==> src/rtl/uart_pkg.sv <==
// Shared types and helpers for the UART core: FSM state encodings, oversample ratio,
// baud divisor and parity computation.
package uart_pkg;

    localparam int OVS = 16;

    typedef enum logic [2:0] {
        TX_IDLE,
        TX_START,
        TX_DATA,
        TX_PARITY,
        TX_STOP
    } tx_state_t;

    typedef enum logic [2:0] {
        RX_IDLE,
        RX_START,
        RX_DATA,
        RX_PARITY,
        RX_STOP,
        RX_BREAK
    } rx_state_t;

    // Rounded clk/(baud*16), never below 1 so the tick generator always advances.
    function automatic int calc_div(input int clk_hz, input int baud);
        int d;
        d = (clk_hz + (baud * OVS) / 2) / (baud * OVS);
        return (d < 1) ? 1 : d;
    endfunction

    // Zero padding above the payload does not change the XOR, so one 8-bit form serves 5..8 bits.
    function automatic logic parity_bit(input logic [7:0] d, input logic odd);
        return (^d) ^ odd;
    endfunction

endpackage

==> src/rtl/uart_baud_gen.sv <==
// Free-running 16x-oversample tick: counts 0..DIV-1 and pulses tick for one cycle at DIV-1.
module uart_baud_gen #(
    parameter int DIV = 1
) (
    input  logic clk,
    input  logic rst_n,
    output logic tick
);

    localparam int CW = (DIV > 1) ? $clog2(DIV) : 1;
    localparam logic [CW-1:0] LAST = CW'(DIV - 1);

    logic [CW-1:0] cnt;

    always_ff @(posedge clk or negedge rst_n) begin
        if (!rst_n)
            cnt <= '0;
        else if (cnt == LAST)
            cnt <= '0;
        else
            cnt <= cnt + CW'(1);
    end

    assign tick = (cnt == LAST);

endmodule

==> src/rtl/uart_core_cfg.sv <==
// Full-duplex UART with independent TX and RX engines sharing one oversample tick.
// state     | meaning
// TX_IDLE   | line high, tx_ready=1          TX_START/DATA/PARITY | 16 ticks per bit
// TX_STOP   | line high for STOP_BITS*16 ticks
// RX_IDLE   | wait for rx_s low              RX_START | confirm start at half bit
// RX_DATA/PARITY/STOP | sample mid-bit      RX_BREAK | framing error, wait for line high
module uart_core_cfg
    import uart_pkg::*;
#(
    parameter int CLK_HZ     = 100_000_000,
    parameter int BAUD       = 9600,
    parameter int DATA_BITS  = 8,
    parameter int PARITY_EN  = 0,
    parameter int PARITY_ODD = 0,
    parameter int STOP_BITS  = 1
) (
    input  logic                 clk,
    input  logic                 rst_n,
    input  logic [DATA_BITS-1:0] tx_data,
    input  logic                 tx_valid,
    output logic                 tx_ready,
    output logic                 tx,
    output logic                 tx_busy,
    input  logic                 rx,
    output logic [DATA_BITS-1:0] rx_data,
    output logic                 rx_valid,
    output logic                 rx_parity_err,
    output logic                 rx_frame_err
);

    localparam int         DIV       = calc_div(CLK_HZ, BAUD);
    localparam logic [4:0] STOP_LAST = 5'(STOP_BITS * OVS - 1);
    localparam logic [3:0] BIT_LAST  = 4'(OVS - 1);
    localparam logic [3:0] HALF_LAST = 4'(OVS / 2 - 1);
    localparam logic [2:0] DB_LAST   = 3'(DATA_BITS - 1);
    localparam logic       ODD       = (PARITY_ODD != 0);

    logic tick;

    uart_baud_gen #(.DIV(DIV)) u_baud (
        .clk  (clk),
        .rst_n(rst_n),
        .tick (tick)
    );

    tx_state_t              tx_state, tx_state_nx;
    logic [4:0]             tx_cnt, tx_cnt_nx;
    logic [2:0]             tx_idx, tx_idx_nx;
    logic [DATA_BITS-1:0]   tx_sh, tx_sh_nx;
    logic                   tx_par, tx_par_nx;
    logic                   tx_bit, tx_bit_end;

    always_ff @(posedge clk or negedge rst_n) begin
        if (!rst_n) begin
            tx_state <= TX_IDLE;
            tx_cnt   <= '0;
            tx_idx   <= '0;
            tx_sh    <= '0;
            tx_par   <= 1'b0;
        end else begin
            tx_state <= tx_state_nx;
            tx_cnt   <= tx_cnt_nx;
            tx_idx   <= tx_idx_nx;
            tx_sh    <= tx_sh_nx;
            tx_par   <= tx_par_nx;
        end
    end

    always_comb begin
        tx_state_nx = tx_state;
        tx_cnt_nx   = tx_cnt;
        tx_idx_nx   = tx_idx;
        tx_sh_nx    = tx_sh;
        tx_par_nx   = tx_par;
        tx_bit      = 1'b1;
        tx_bit_end  = tick && (tx_cnt == {1'b0, BIT_LAST});
        if (tx_state != TX_IDLE && tick)
            tx_cnt_nx = tx_cnt + 5'd1;
        case (tx_state)
            TX_IDLE: begin
                if (tx_valid) begin
                    tx_state_nx = TX_START;
                    tx_cnt_nx   = '0;
                    tx_idx_nx   = '0;
                    tx_sh_nx    = tx_data;
                    tx_par_nx   = parity_bit(8'(tx_data), ODD);
                end
            end
            TX_START: begin
                tx_bit = 1'b0;
                if (tx_bit_end) begin
                    tx_state_nx = TX_DATA;
                    tx_cnt_nx   = '0;
                end
            end
            TX_DATA: begin
                tx_bit = tx_sh[0];
                if (tx_bit_end) begin
                    tx_cnt_nx = '0;
                    if (tx_idx == DB_LAST) begin
                        tx_state_nx = (PARITY_EN != 0) ? TX_PARITY : TX_STOP;
                    end else begin
                        tx_idx_nx = tx_idx + 3'd1;
                        tx_sh_nx  = tx_sh >> 1;
                    end
                end
            end
            TX_PARITY: begin
                tx_bit = tx_par;
                if (tx_bit_end) begin
                    tx_state_nx = TX_STOP;
                    tx_cnt_nx   = '0;
                end
            end
            TX_STOP: begin
                if (tick && tx_cnt == STOP_LAST) begin
                    tx_state_nx = TX_IDLE;
                    tx_cnt_nx   = '0;
                end
            end
            default: tx_state_nx = TX_IDLE;
        endcase
    end

    assign tx       = tx_bit;
    assign tx_ready = (tx_state == TX_IDLE);
    assign tx_busy  = ~tx_ready;

    // Sync flops reset high so a reset never looks like a start bit.
    logic rx_m, rx_s;

    always_ff @(posedge clk or negedge rst_n) begin
        if (!rst_n) begin
            rx_m <= 1'b1;
            rx_s <= 1'b1;
        end else begin
            rx_m <= rx;
            rx_s <= rx_m;
        end
    end

    rx_state_t              rx_state, rx_state_nx;
    logic [3:0]             rx_cnt, rx_cnt_nx;
    logic [2:0]             rx_idx, rx_idx_nx;
    logic [DATA_BITS-1:0]   rx_sh, rx_sh_nx;
    logic                   rx_par, rx_par_nx;
    logic                   rx_done, rx_bit_end;

    always_ff @(posedge clk or negedge rst_n) begin
        if (!rst_n) begin
            rx_state      <= RX_IDLE;
            rx_cnt        <= '0;
            rx_idx        <= '0;
            rx_sh         <= '0;
            rx_par        <= 1'b0;
            rx_data       <= '0;
            rx_valid      <= 1'b0;
            rx_parity_err <= 1'b0;
            rx_frame_err  <= 1'b0;
        end else begin
            rx_state <= rx_state_nx;
            rx_cnt   <= rx_cnt_nx;
            rx_idx   <= rx_idx_nx;
            rx_sh    <= rx_sh_nx;
            rx_par   <= rx_par_nx;
            rx_valid <= rx_done;
            if (rx_done) begin
                rx_data       <= rx_sh;
                rx_frame_err  <= ~rx_s;
                rx_parity_err <= (PARITY_EN != 0) &&
                                 (rx_par != parity_bit(8'(rx_sh), ODD));
            end
        end
    end

    always_comb begin
        rx_state_nx = rx_state;
        rx_cnt_nx   = rx_cnt;
        rx_idx_nx   = rx_idx;
        rx_sh_nx    = rx_sh;
        rx_par_nx   = rx_par;
        rx_done     = 1'b0;
        rx_bit_end  = tick && (rx_cnt == BIT_LAST);
        if (rx_state != RX_IDLE && rx_state != RX_BREAK && tick)
            rx_cnt_nx = rx_cnt + 4'd1;
        case (rx_state)
            RX_IDLE: begin
                if (!rx_s) begin
                    rx_state_nx = RX_START;
                    rx_cnt_nx   = '0;
                end
            end
            RX_START: begin
                if (tick && rx_cnt == HALF_LAST) begin
                    rx_cnt_nx   = '0;
                    rx_idx_nx   = '0;
                    rx_state_nx = rx_s ? RX_IDLE : RX_DATA;
                end
            end
            RX_DATA: begin
                if (rx_bit_end) begin
                    rx_cnt_nx = '0;
                    rx_sh_nx  = {rx_s, rx_sh[DATA_BITS-1:1]};
                    if (rx_idx == DB_LAST)
                        rx_state_nx = (PARITY_EN != 0) ? RX_PARITY : RX_STOP;
                    else
                        rx_idx_nx = rx_idx + 3'd1;
                end
            end
            RX_PARITY: begin
                if (rx_bit_end) begin
                    rx_cnt_nx   = '0;
                    rx_par_nx   = rx_s;
                    rx_state_nx = RX_STOP;
                end
            end
            RX_STOP: begin
                if (rx_bit_end) begin
                    rx_cnt_nx   = '0;
                    rx_done     = 1'b1;
                    rx_state_nx = rx_s ? RX_IDLE : RX_BREAK;
                end
            end
            RX_BREAK: begin
                if (rx_s)
                    rx_state_nx = RX_IDLE;
            end
            default: rx_state_nx = RX_IDLE;
        endcase
    end

endmodule
==> config.mk <==
export PLATFORM = sky130hd
export DESIGN_NAME = uart_core_cfg
export DESIGN_NICKNAME = d
export VERILOG_FILES = /design/src/rtl/uart_pkg.sv /design/src/rtl/uart_baud_gen.sv /design/src/rtl/uart_core_cfg.sv
export SDC_FILE = /design/constraint.sdc
export NUM_CORES = 1
export LEC_CHECK = 0
export ABC_AREA = 1
export CORE_UTILIZATION = 63
export DETAILED_ROUTE_END_ITERATION = 8
export PLACE_DENSITY = 0.86
export SLEW_MARGIN = 10
export SYNTH_ARGS = -nofsm -noshare
export SYNTH_HDL_FRONTEND = slang
export SYNTH_SLANG_ARGS = --single-unit
==> constraint.sdc <==
create_clock -name clk -period 4.9 [get_ports clk]
set_input_delay 0.735 -clock clk [delete_from_list [all_inputs] [get_ports clk]]
set_output_delay 0.735 -clock clk [all_outputs]
set_load 0.005 [all_outputs]
==> metrics list, run 1 <==
* Outcome: finished clean
- The layout has ~360 filler cells.
- The initial antenna violation count is 0.
* Total global routing track utilization: a little over a quarter
- Top-Level Pins: 26
- In this run the tightest slew margin relative to its limit is 50.8%.
- For this run, the post-layout net count is 467.
- Routability-driven placement finished with a final weighted congestion of between 0.8 and 0.9.
- CTS tree: done
* Worst-case setup slack after placement: 2.20 ns
* Drt total wl: 6340 um
- In this run the number of H-tree levels came out at 3.
- Clock Sink Count: 60
- The largest single stage delay on the critical path is 0.50 ns.
- Ranked by total cell area, the synthesized netlist is headed by dfrtp_1 44%, nand2_1 15%, inv_1 6.2%.
- Cell taking the most area after synthesis: dfrtp_1
- The clock reaches the later pin of the worst-skew pair after roughly 0.35 ns.
- The number of antenna diodes in the final layout is 0.
- Endpoint of the lowest-slack register-to-register path: tx_idx[0]
- Measured slew at the worst slew-check pin: ~0.74 ns
* Period utilization: 63.1%
- Number of nets with antenna violations after detailed routing: 0
* Hold Path Sink: rx_s
- Series of cell instances along the critical path: nor2_2 > nand2_1 > inv_1 > nand2_1 > nand4_1 > clkdlybuf4s50_1
* Critical Setup Path Class: reg2out
- The via count of the first global-routing pass is 2,573.
- The die is 74.7 um wide.
- Global-route wire length before repair: between 10,000 and 15,000 um
* Site row count: 26
- The worst setup path is launched from a flip-flop.
- Period minus WS final: 3.09 ns
- Counting flops and latches in the post-synthesis netlist gives 60.
* Clock-pin slew reported for the worst setup and hold paths after clock tree synthesis: 0.07 ns
* Fraction of post-synthesis cell area in the top cell type by area: 43.6%
- Non-Filler Instances: 521
- The worst-case IR drop observed on VDD is between 200 and 250 uV.
- Die area: around 0.0056 sq mm
* Startpoint of the lowest-slack register-to-register path: tx_state[2]
- Number of library cell types mapped by synthesis: 28
* Initial Util: 65.1%
* Maximum net fanout on the critical path: 12
- Once the clock tree was built, the setup fixing pass inserted 0 buffers.
- Among cell families on the critical path, the largest total delay comes from buffers and inverters.
* Post-route DRC violation count: 0
- Detailed-routing iteration count for the pre-antenna-repair pass: 4
- Post-DR vias/cell: a little over 5
* Clk Tree Root Cell: clkbuf_8
- Cell occurring most often along the worst timing path: nand2_1
- The worst setup path is captured at a primary output.
- Data on the critical path arrives at its endpoint at approximately 2.4 ns.
- Yosys warning count: 0
- For this block, the via count after detailed routing is ~2,700.
- Synthesis produced 417 cells.
* Reg2reg setup slack: 3.03 ns
- The design draws 984 uW.
- Cell with the largest stage delay on the worst path: clkdlybuf4s50_1
* Clock buffer count from CTS: 9
- In this run the worst setup path begins at tx_state[2].
- Fmax: 324 MHz
- Once routing completed, OpenROAD measured the worst setup slack at between 1.5 and 2 ns.
* Maximum buffer depth of the clock tree: 2
- The number of gates resized after CTS was 0.
- Nets in the synthesized netlist: approximately 440
- Required time of the critical path: approximately 4.2 ns
- In the final routed layout, each cell accounts on average for approximately 12 um.
- The detailed router finished its first iteration with around 260 violations.
- Including well taps, the total number of placed cells is 505.
- Setup violations remaining at the end of the flow were counted as 0.
- Worst reg-to-reg path cell count: 7
- Sequential elements use between 40 and 50% of the synthesized area.
* Mean Syn Cell Area: approximately 8.0 sq um
- The worst hold path passes through 0 cells.
* Count of endpoints failing hold in the final timing report: 0
* Total Negative Setup Slacks: 0 ns
- Worst-case clock skew: between 0.007 and 0.008 ns
* Floorplan die height: 74.7 um
* Port buffer count: 24
- The worst hold path begins at rx_m.
- Total standard cell area after synthesis: 0.00333 sq mm
- Total leakage power: around 2.0 nW
- Number of pins with negative max-slew slack in the final report: 0
- Unrepaired setup endpoints after global routing: no
- The tool flagged a number of max-cap violations equal to 0.
- Final global-route overflow total: 0
* Layout overhead on the synthesized area: 14.0%
- Cells with a size suffix above 1 make up roughly an eighth of the layout.
* Crit path buf inv count: 2
* CTS Hold Bufs: 0
- Maximum number of pins on one net before global-route repair: 61
- Kind of path behind the tightest hold check: reg2reg
- Dividing total power by cell area gives a power density of 259 mW/mm^2.
- The floorplan step defined a core boundary enclosing between 0.005 and 0.006 sq mm.
- The wire-length estimate of the detail-placed layout is approximately 4400 um.
[synth_stat cells]
cell      number
a21oi_1        2
ha_1           9
nand2_4        2
nand2_2        4
o21ai_0       17
nand3_1       27
nor2_1        33
buf_6          4
buf_4          3
nand4_1       11
inv_1         55
nor2_8         1
nand3_2        1
nor2_4         5
xor2_1         6
xnor2_1        8
nor2_2         5
nand2_1      136
nand3b_4       1
inv_2          5
conb_1         1
dfrtp_1       58
o21ai_1        3
nor3_1         4
dfstp_2        2
o21ai_2       11
o21ai_4        1
nand4_2        2
[kinds of logic (layout without fill, tap and decap cells)]
kind of cell / count (synthesis) / after routing / share of synthesized area, %
AO/OA/AOI/OAI: 34 / 34 / 6.69
XOR/XNOR: 14 / 14 / 3.69
adder cells (fa/ha/maj): 9 / 9 / 3.38
buffers and inverters: 67 / 101 / 8.80
flip-flops: 60 / 60 / 45.2
other: 1 / 1 / 0.113
AND/OR/NAND/NOR: 232 / 232 / 32.1
[stage by stage]
stage	hold WS (ns)	utilization [%]	cell area, sq um
2_1_floorplan	0.345	-	3330
6_report	0.358	74.2	3790
3_5_place_dp	0.349	70.3	3590
3_3_place_gp	0.349	70.3	3590
4_1_cts	0.359	74.2	3790
5_1_grt	0.365	74.2	3790
[where the power goes]
| group | internal (mW) | total, mW | switching [mW] |
|---|---|---|---|
| registers | 0.497 | 0.498 | 0.00114 |
| logic | 0.0154 | 0.0351 | 0.0197 |
| clock network | 0.236 | 0.451 | 0.215 |
| total | 0.748 | 0.984 | 0.236 |
[registers in the layout, summed over array words and instances (netlist names)]
name,cells
u_baud.cnt,10
rx_data,8
rx_sh,8
tx_sh,8
tx_cnt,5
rx_cnt,4
rx_idx,3
rx_state,3
tx_idx,3
tx_state,3
rx_frame_err,1
rx_m,1
rx_s,1
rx_valid,1
tx_par,1
[worst register-to-register path, stage by stage, from the launching register on]
cell and delay, ns:
dfrtp_1 0.46, nor2_2 0.19, nand2_1 0.27, inv_1 0.39, nand2_4 0.15, nand2_4 0.16
nand2_1 0.09, o21ai_1 0.09
[worst max-delay path by stage]
stage,depth (start not counted),endpoint
finish,6,tx
global route,6,tx
CTS,6,tx
detailed placement,6,tx
global placement,6,tx
floorplan,6,tx
[area by class of cell]
type	count	area, sq um	share of cell area [%]
inverter	60	225	5.94
clock buffer	9	124	3.27
clock inverter	7	77.6	2.05
tap	70	87.6	2.31
timing repair buffer	25	243	6.40
sequential	60	1500	39.7
multi-input combinational	290	1530	40.4
[per-layer routing]
layer,global-route usage [%],vias up,share of wire [%]
met5,0,-,0
met4,15.3,0,1.6
met3,6.16,10,4.7
met2,42.6,73,49
met1,33.4,1260,45
li1,-,1359,-
[cell usage in the layout (no fill, tap or decap)]
cell type,netlist,final
o21ai_4,1,1
o21ai_2,11,11
inv_2,5,5
nand3_1,27,27
o21ai_0,17,17
o21ai_1,3,3
nor2_2,5,5
dfrtp_1,58,58
nand2_2,4,4
clkbuf_8,0,9
buf_2,0,1
bufinv_16,0,1
clkinvlp_4,0,4
dfstp_2,2,2
nand3_2,1,1
xor2_1,6,6
nor3_1,4,4
nand4_1,11,11
nor2_8,1,1
nand3b_4,1,1
inv_1,55,55
nand4_2,2,2
nand2_4,2,2
ha_1,9,9
nand2_1,136,136
nor2_1,33,33
buf_4,3,1
xnor2_1,8,8
clkdlybuf4s50_1,0,23
nor2_4,5,5
clkinv_4,0,2
conb_1,1,1
a21oi_1,2,2
(Power assumes the default switching activity.)
==> run 2: changes to the inputs <==
--- a/config.mk
+++ b/config.mk
@@ -6,9 +6,9 @@
 export NUM_CORES = 1
 export LEC_CHECK = 0
 export ABC_AREA = 1
-export CORE_UTILIZATION = 63
+export CORE_UTILIZATION = 58
 export DETAILED_ROUTE_END_ITERATION = 8
-export PLACE_DENSITY = 0.86
+export PLACE_DENSITY = 0.8
 export SLEW_MARGIN = 10
 export SYNTH_ARGS = -nofsm -noshare
 export SYNTH_HDL_FRONTEND = slang
==> constraint.sdc (replaced) <==
create_clock -name clk -period 2.92 [get_ports clk]
set_input_delay 0.438 -clock clk [delete_from_list [all_inputs] [get_ports clk]]
set_output_delay 0.438 -clock clk [all_outputs]
set_load 0.005 [all_outputs]
==> metrics list, run 2 (synthesis gave the netlist of run 1 again) <==
* Post-route DRC violation count: 0
- Entering global routing, the biggest net connects 24 pins.
- Share of cells above drive strength 1: 13.2%
- Buffers inserted to repair hold after CTS numbered 0.
- Count of endpoints failing hold in the final timing report: 0
- Detailed-routing iteration count for the pre-antenna-repair pass: 4
- In this run the post-CTS setup repair buffer count came out at 0.
- Setup violations remaining at the end of the flow were counted as 0.
* Die width: just under 80 um
- Drt total wl: 6500 um
- The floorplan step set the die height to between 70 and 80 um.
- Together, buffers and inverters on the worst path number 2.
- Average wire per standard cell: between 10 and 15 um
- Global routing used between 20% and 30% of the available tracks.
- Vias in the first global route: between 2,000 and 3,000
* Number of maximum-capacitance violations: 0
- Across all layers, the routed design uses 2,661 vias.
- Clock Sink Count: 60
- Total Negative Setup Slacks: 0 ns
- Routability Congestion: around 0.83
- The flow ran to the end, and the final reports show no timing, DRC or antenna violations.
- Measured slew at the worst slew-check pin: ~0.5 ns
- Fmax: ~410 MHz
- IR analysis of the VDD net gives a maximum drop of ~350 uV.
- For this run, the slowest stage of the critical path takes around 0.49 ns.
- Final global-route overflow total: 0
- Post-DR vias/cell: approximately 5
- Kind of path behind the tightest hold check: in2async
- Of all nets on the critical path, the largest fanout is 12.
- Most frequent cells in the layout: 136 x nand2_1, 58 x dfrtp_1, 55 x inv_1, 33 x nor2_1, 27 x nand3_1
- Summing all flip-flop and latch instances after layout gives roughly 0.0015 sq mm.
* Skew-Pair Late Insertion Delay: roughly 0.34 ns
- Clock buffer count from CTS: 9
- Layout overhead on the synthesized area: 15.2%
- In this run, post-CTS repair resized a total of 0 instances.
* Arr. time, crit path: around 2 ns
* Global-route wire length before repair: 11,700 um
- Period minus WS final: roughly 2.4 ns
- Of the available clock period, the critical path in the final layout requires a little over four fifths.
- The placed instances occupy a cell area of between 0.003 and 0.004 sq mm.
- CTS placed an instance of clkbuf_8 at the clock tree root.
- Maximum buffer depth of the clock tree: 2
* Total Power Consumption: 1.75 mW
- By instance count, the cell type seen most on the critical path is nand2_1.
- Top register by number of flip-flops: u_baud.cnt
* Number of flip-flops under the largest register name: 10
* Sort of element at the end of the critical path: primary output
* Finished Cell Area: 0.00383 sq mm
- Series of cell instances along the critical path: nor2_2 > nand2_1 > inv_1 > nand2_1 > nand4_1 > clkdlybuf4s50_1
- Iter 0 DRT Violations: 168
* Antenna diodes: 0
- Power spread over the standard cell area amounts to approximately 460 mW/mm^2.
* Port buffer count: 24
- The HPWL after detailed placement is 4540 um.
- Setup repair after global routing left no endpoint under its margin.
- The die covers approximately 0.006 sq mm.
- Required time of the critical path: approximately 2.5 ns
* Filler cell count in the final layout: roughly 440
- In the final layout, the multi-input gates occupy ~0.0015 sq mm.
* Largest delay share family, worst path: buffers and inverters
- Most common cell after layout, fill and taps aside: nand2_1
* Total number of nets in the final design: roughly 470
* CTS H-tree depth: 3
* Critical Setup Path Class: reg2out
- The worst setup path is launched from a flip-flop.
* Number of nets with antenna violations after detailed routing: 0
* Site row count: 27
- Total leakage power: 1.98 nW
* Cell with the largest stage delay on the worst path: clkdlybuf4s50_1
- Clock-pin slew was measured on the worst setup and hold paths at about 0.080 ns.
- The initial antenna violation count came to 0.
- Pin placement for this block handled 26 I/O pins.
- For this configuration, the core starts out at a cell density of between 60% and 70%.
* Core ar.: 0.00551 sq mm
- TritonCTS built the clock tree.
- Clock skew on the completed layout was measured at around 0.0072 ns.
- Measured against its own limit, the worst slew margin works out to approximately 66%.
- Number of pins with negative max-slew slack in the final report: 0
-- run 2: area by class of cell --
type / count / share of cell area (%)
clock inverter: 7 / 2.64
multi-input combinational: 290 / 39.9
tap: 72 / 2.35
sequential: 60 / 39.2
timing repair buffer: 27 / 6.73
clock buffer: 9 / 3.23
inverter: 60 / 5.88
-- run 2: stage by stage --
stage,setup WS [ns],util [%],hold slack (ns),std cells
finish,0.479,69.6,0.0617,525
global route,0.330,69.6,0.0950,525
CTS,0.477,69.6,0.0780,525
detailed placement,0.844,65.5,0.348,509
global placement,0.884,65.5,0.348,509
floorplan,1.33,-,0.142,417
-- run 2: worst register-to-register path: stages (launching register included) --
cell and delay [ns]:
dfrtp_1 0.43, inv_1 0.08, ha_1 0.20, inv_1 0.07
nor2_1 0.11, nand4_2 0.23, nor2_1 0.32, nand2_1 0.10
nand2_1 0.08, nand2_1 0.05, nor2_1 0.07
-- run 2: where the power goes --
| part | internal (mW) | leakage [nW] | total (mW) | switching [mW] |
|---|---|---|---|---|
| clock network | 0.484 | 0.106 | 0.850 | 0.366 |
| registers | 0.833 | 0.796 | 0.835 | 0.00191 |
| logic | 0.0267 | 1.08 | 0.0601 | 0.0334 |
-- run 2: final timing paths --
check | start | to | slack, ns | cells after the start
max in group asynchronous | rst_n | rx_s | 2.12 | 2
worst min register to register | rx_m | rx_s | 0.36 | 0
worst min-delay path | rst_n | u_baud.cnt[3] | 0.06 | 1
worst max register to register | u_baud.cnt[0] | rx_cnt[2] | 1.12 | 10
worst max-delay path | tx_state[2] | tx | 0.48 | 6
min in group clk | rx_m | rx_s | 0.36 | 0
-- run 2: routing by layer --
| metal | up-vias | global-route usage [%] | part of all wire [%] |
|---|---|---|---|
| met2 | 45 | 41.8 | 49 |
| met5 | - | 0 | 0 |
| met4 | 0 | 12.6 | 1.7 |
| li1 | 1365 | - | - |
| met1 | 1242 | 29.7 | 46 |
| met3 | 9 | 4.82 | 2.8 |
==> run 3: changes to the inputs <==
--- a/config.mk
+++ b/config.mk
@@ -6,9 +6,9 @@
 export NUM_CORES = 1
 export LEC_CHECK = 0
 export ABC_AREA = 1
-export CORE_UTILIZATION = 58
+export CORE_UTILIZATION = 53
 export DETAILED_ROUTE_END_ITERATION = 8
-export PLACE_DENSITY = 0.8
+export PLACE_DENSITY = 0.77
 export SLEW_MARGIN = 10
 export SYNTH_ARGS = -nofsm -noshare
 export SYNTH_HDL_FRONTEND = slang
==> constraint.sdc (replaced) <==
create_clock -name clk -period 2.1 [get_ports clk]
set_input_delay 0.315 -clock clk [delete_from_list [all_inputs] [get_ports clk]]
set_output_delay 0.315 -clock clk [all_outputs]
set_load 0.005 [all_outputs]
==> metrics list, run 3 (synthesis gave the netlist of run 1 again) <==
- Vias in the first global route: between 2,000 and 3,000
* Clk Tree Root Cell: clkbuf_8
- For the final database, setup skew stands at about 0.0070 ns.
* Antenna diodes: 0
* Top register by number of flip-flops: u_baud.cnt
- Clock Sink Count: 60
- Number of pins with negative max-slew slack in the final report: 0
- DPL Wire Length: approximately 4500 um
* Total setup violations reported at the end of the flow: 0
- Entering global routing, the biggest net connects 33 pins.
- TritonCTS built the clock tree.
- At the end of routability-driven placement, the weighted congestion stood at roughly 0.83.
- Area of the multi-input gates: approximately 0.0015 sq mm
- Number of nets with antenna violations after detailed routing: 0
- Fmax: 508 MHz
- Arr. time, crit path: roughly 1.7 ns
- Across every metal layer, demand over resource in global routing totals around 22%.
- The final critical path takes up 93.7% of the cycle.
* Site row count: 28
- The routed layout has between 2,000 and 3,000 vias.
* Number of maximum-capacitance violations: 0
- In this run the power density over the cells is approximately 600 mW/mm^2.
- Detailed-routing iteration count for the pre-antenna-repair pass: 4
* Total Negative Setup Slacks: 0 ns
- Critical Setup Path Class: reg2out
- Drt total wl: 6140 um
- In this run the critical register-to-register path is captured at tx_idx[2].
- Fill cells in the final layout number roughly 520.
* Kind of path behind the tightest hold check: reg2reg
- Most frequent cells in the layout: 136 x nand2_1, 57 x dfrtp_1, 54 x inv_1, 33 x nor2_1, 27 x nand3_1
- Total number of nets in the final design: about 470
- Die width: around 81 um
* Finished Cell Area: 0.00385 sq mm
- The core region is around 0.0060 sq mm.
* Iter 0 DRT Violations: 170
* Clock-pin slew reported for the worst setup and hold paths after clock tree synthesis: 0.07 ns
* Count of endpoints failing hold in the final timing report: 0
- The most critical setup path has its startpoint at tx_state[0].
- The run finished with clean final reports.
- Startpoint of the lowest-slack register-to-register path: u_baud.cnt[0]
* Crit path capture: tx_ready
* Initial Util: between 50% and 60%
- Post-route DRC violation count: 0
- Global-route wire length before repair: roughly 11,000 um
- Port buffer count: 24
* Average wire per standard cell: ~12 um
* Worst vdd ir: ~450 uV
* Required time of the critical path: approximately 1.8 ns
- The initial antenna violation count was 0.
- Unrepaired setup endpoints after global routing: no
* Share of cells above drive strength 1: between 10 and 15%
- STA classifies the critical path endpoint as a primary output.
- Die area: 0.00660 sq mm
- The clock period could shrink to about 2 ns.
* Top-Level Pins: 26
* Maximum net fanout on the critical path: 6
* Area after detailed placement: 0.00362 sq mm
- The analysis attributes to cell leakage a power of 1.99 nW.
- Storage cell area: ~0.0015 sq mm
- After detailed routing, the number of vias per cell comes to approximately 5.0.
- Skew-Pair Late Insertion Delay: 0.34 ns
- In this run the deepest clock path goes through 2 buffers.
- Reg2reg setup slack: between 0.3 and 0.4 ns
* Clock buffer count from CTS: 9
- Layout overhead on the synthesized area: 15.6%
* Floorplan die height: between 80 and 90 um
- Worst reg-to-reg path cell count: 11
- Most common cell after layout, fill and taps aside: nand2_1
- The register with the most flip-flops in the layout has 10 of them.
* Type of origin of the critical path: flip-flop
- For this run the aggregate overflow at the end of global routing stands at 0.
* CTS H-tree depth: 3
run 3: cell count changes in the layout (fill, tap and decap cells not counted):
cell	delta
buf_4	+3
bufinv_16	-1
clkdlybuf4s50_1	-1
clkinv_2	+1
clkinv_4	-1
dfrtp_1	-1
dfrtp_2	+1
dlygate4sd3_1	+1
dlymetal6s2s_1	+1
inv_1	-1
inv_2	+1
inv_6	+1
run 3: layout make-up:
type / count / share of cell area, %
Inverter: 60 / 5.85
Tap cell: 75 / 2.44
Timing Repair Buffer: 31 / 7.61
Clock inverter: 7 / 1.98
Clock buffer: 9 / 3.22
Sequential cell: 60 / 39.1
Multi-Input combinational cell: 290 / 39.8
run 3: worst max-delay path, cell delays in order, from the launching register on:
cell,delay [ns]
dfrtp_1,0.43
nor2_2,0.16
inv_2,0.07
nor2_4,0.14
clkdlybuf4s50_1,0.52
run 3: how the worst min path moves through the flow:
stage                     startpoint   endpoint  slack (ns)  cells after the start
after floorplan                rst_n  rx_cnt[0]        0.02                      0
after global placement         rst_n     tx_par        0.35                      2
after detailed placement       rst_n     tx_par        0.36                      2
after CTS                       rx_m       rx_s        0.36                      0
after global routing            rx_m       rx_s        0.36                      0
final                           rx_m       rx_s        0.36                      0
run 3: per-layer routing:
layer / routed length, um / vias to the layer above / track usage [%] / part of all wire, %
li1: - / 1369 / - / -
met1: 2890 / 1247 / 27.1 / 47
met2: 2930 / 47 / 34.7 / 48
met3: 194 / 12 / 5.62 / 3.2
met4: 126 / 0 / 9.64 / 2.1
met5: 0 / - / 0 / 0
run 3: timing repair:
| action | CTS | global route |
|---|---|---|
| setup buffers | 0 | 2 |
| setup endpoints to repair | 0 | 2 |
| hold buffers | 1 | 0 |
| endpoints found under the hold margin | 28 | 0 |
| resized for setup | 0 | 3 |
run 3: through the flow:
stage               std cells  utilization, %  setup WS (ns)  hold slack (ns)  power [mW]
floorplan                 417               -          0.505           0.0194        1.22
global placement          513            60.4          0.424            0.346        1.27
detailed placement        513            60.4          0.390            0.357        1.27
CTS                       530            63.9         0.0372            0.362        2.31
global route              532            64.2         0.0296            0.364        2.36
finish                    532            64.2          0.132            0.363        2.30
run 3: report_power, final:
group          leakage, nW  internal [mW]  total (mW)  switching (mW)
Clock               0.0958          0.553        1.05           0.498
Combinational         1.10         0.0384      0.0847          0.0462
Sequential           0.796           1.16        1.16         0.00289
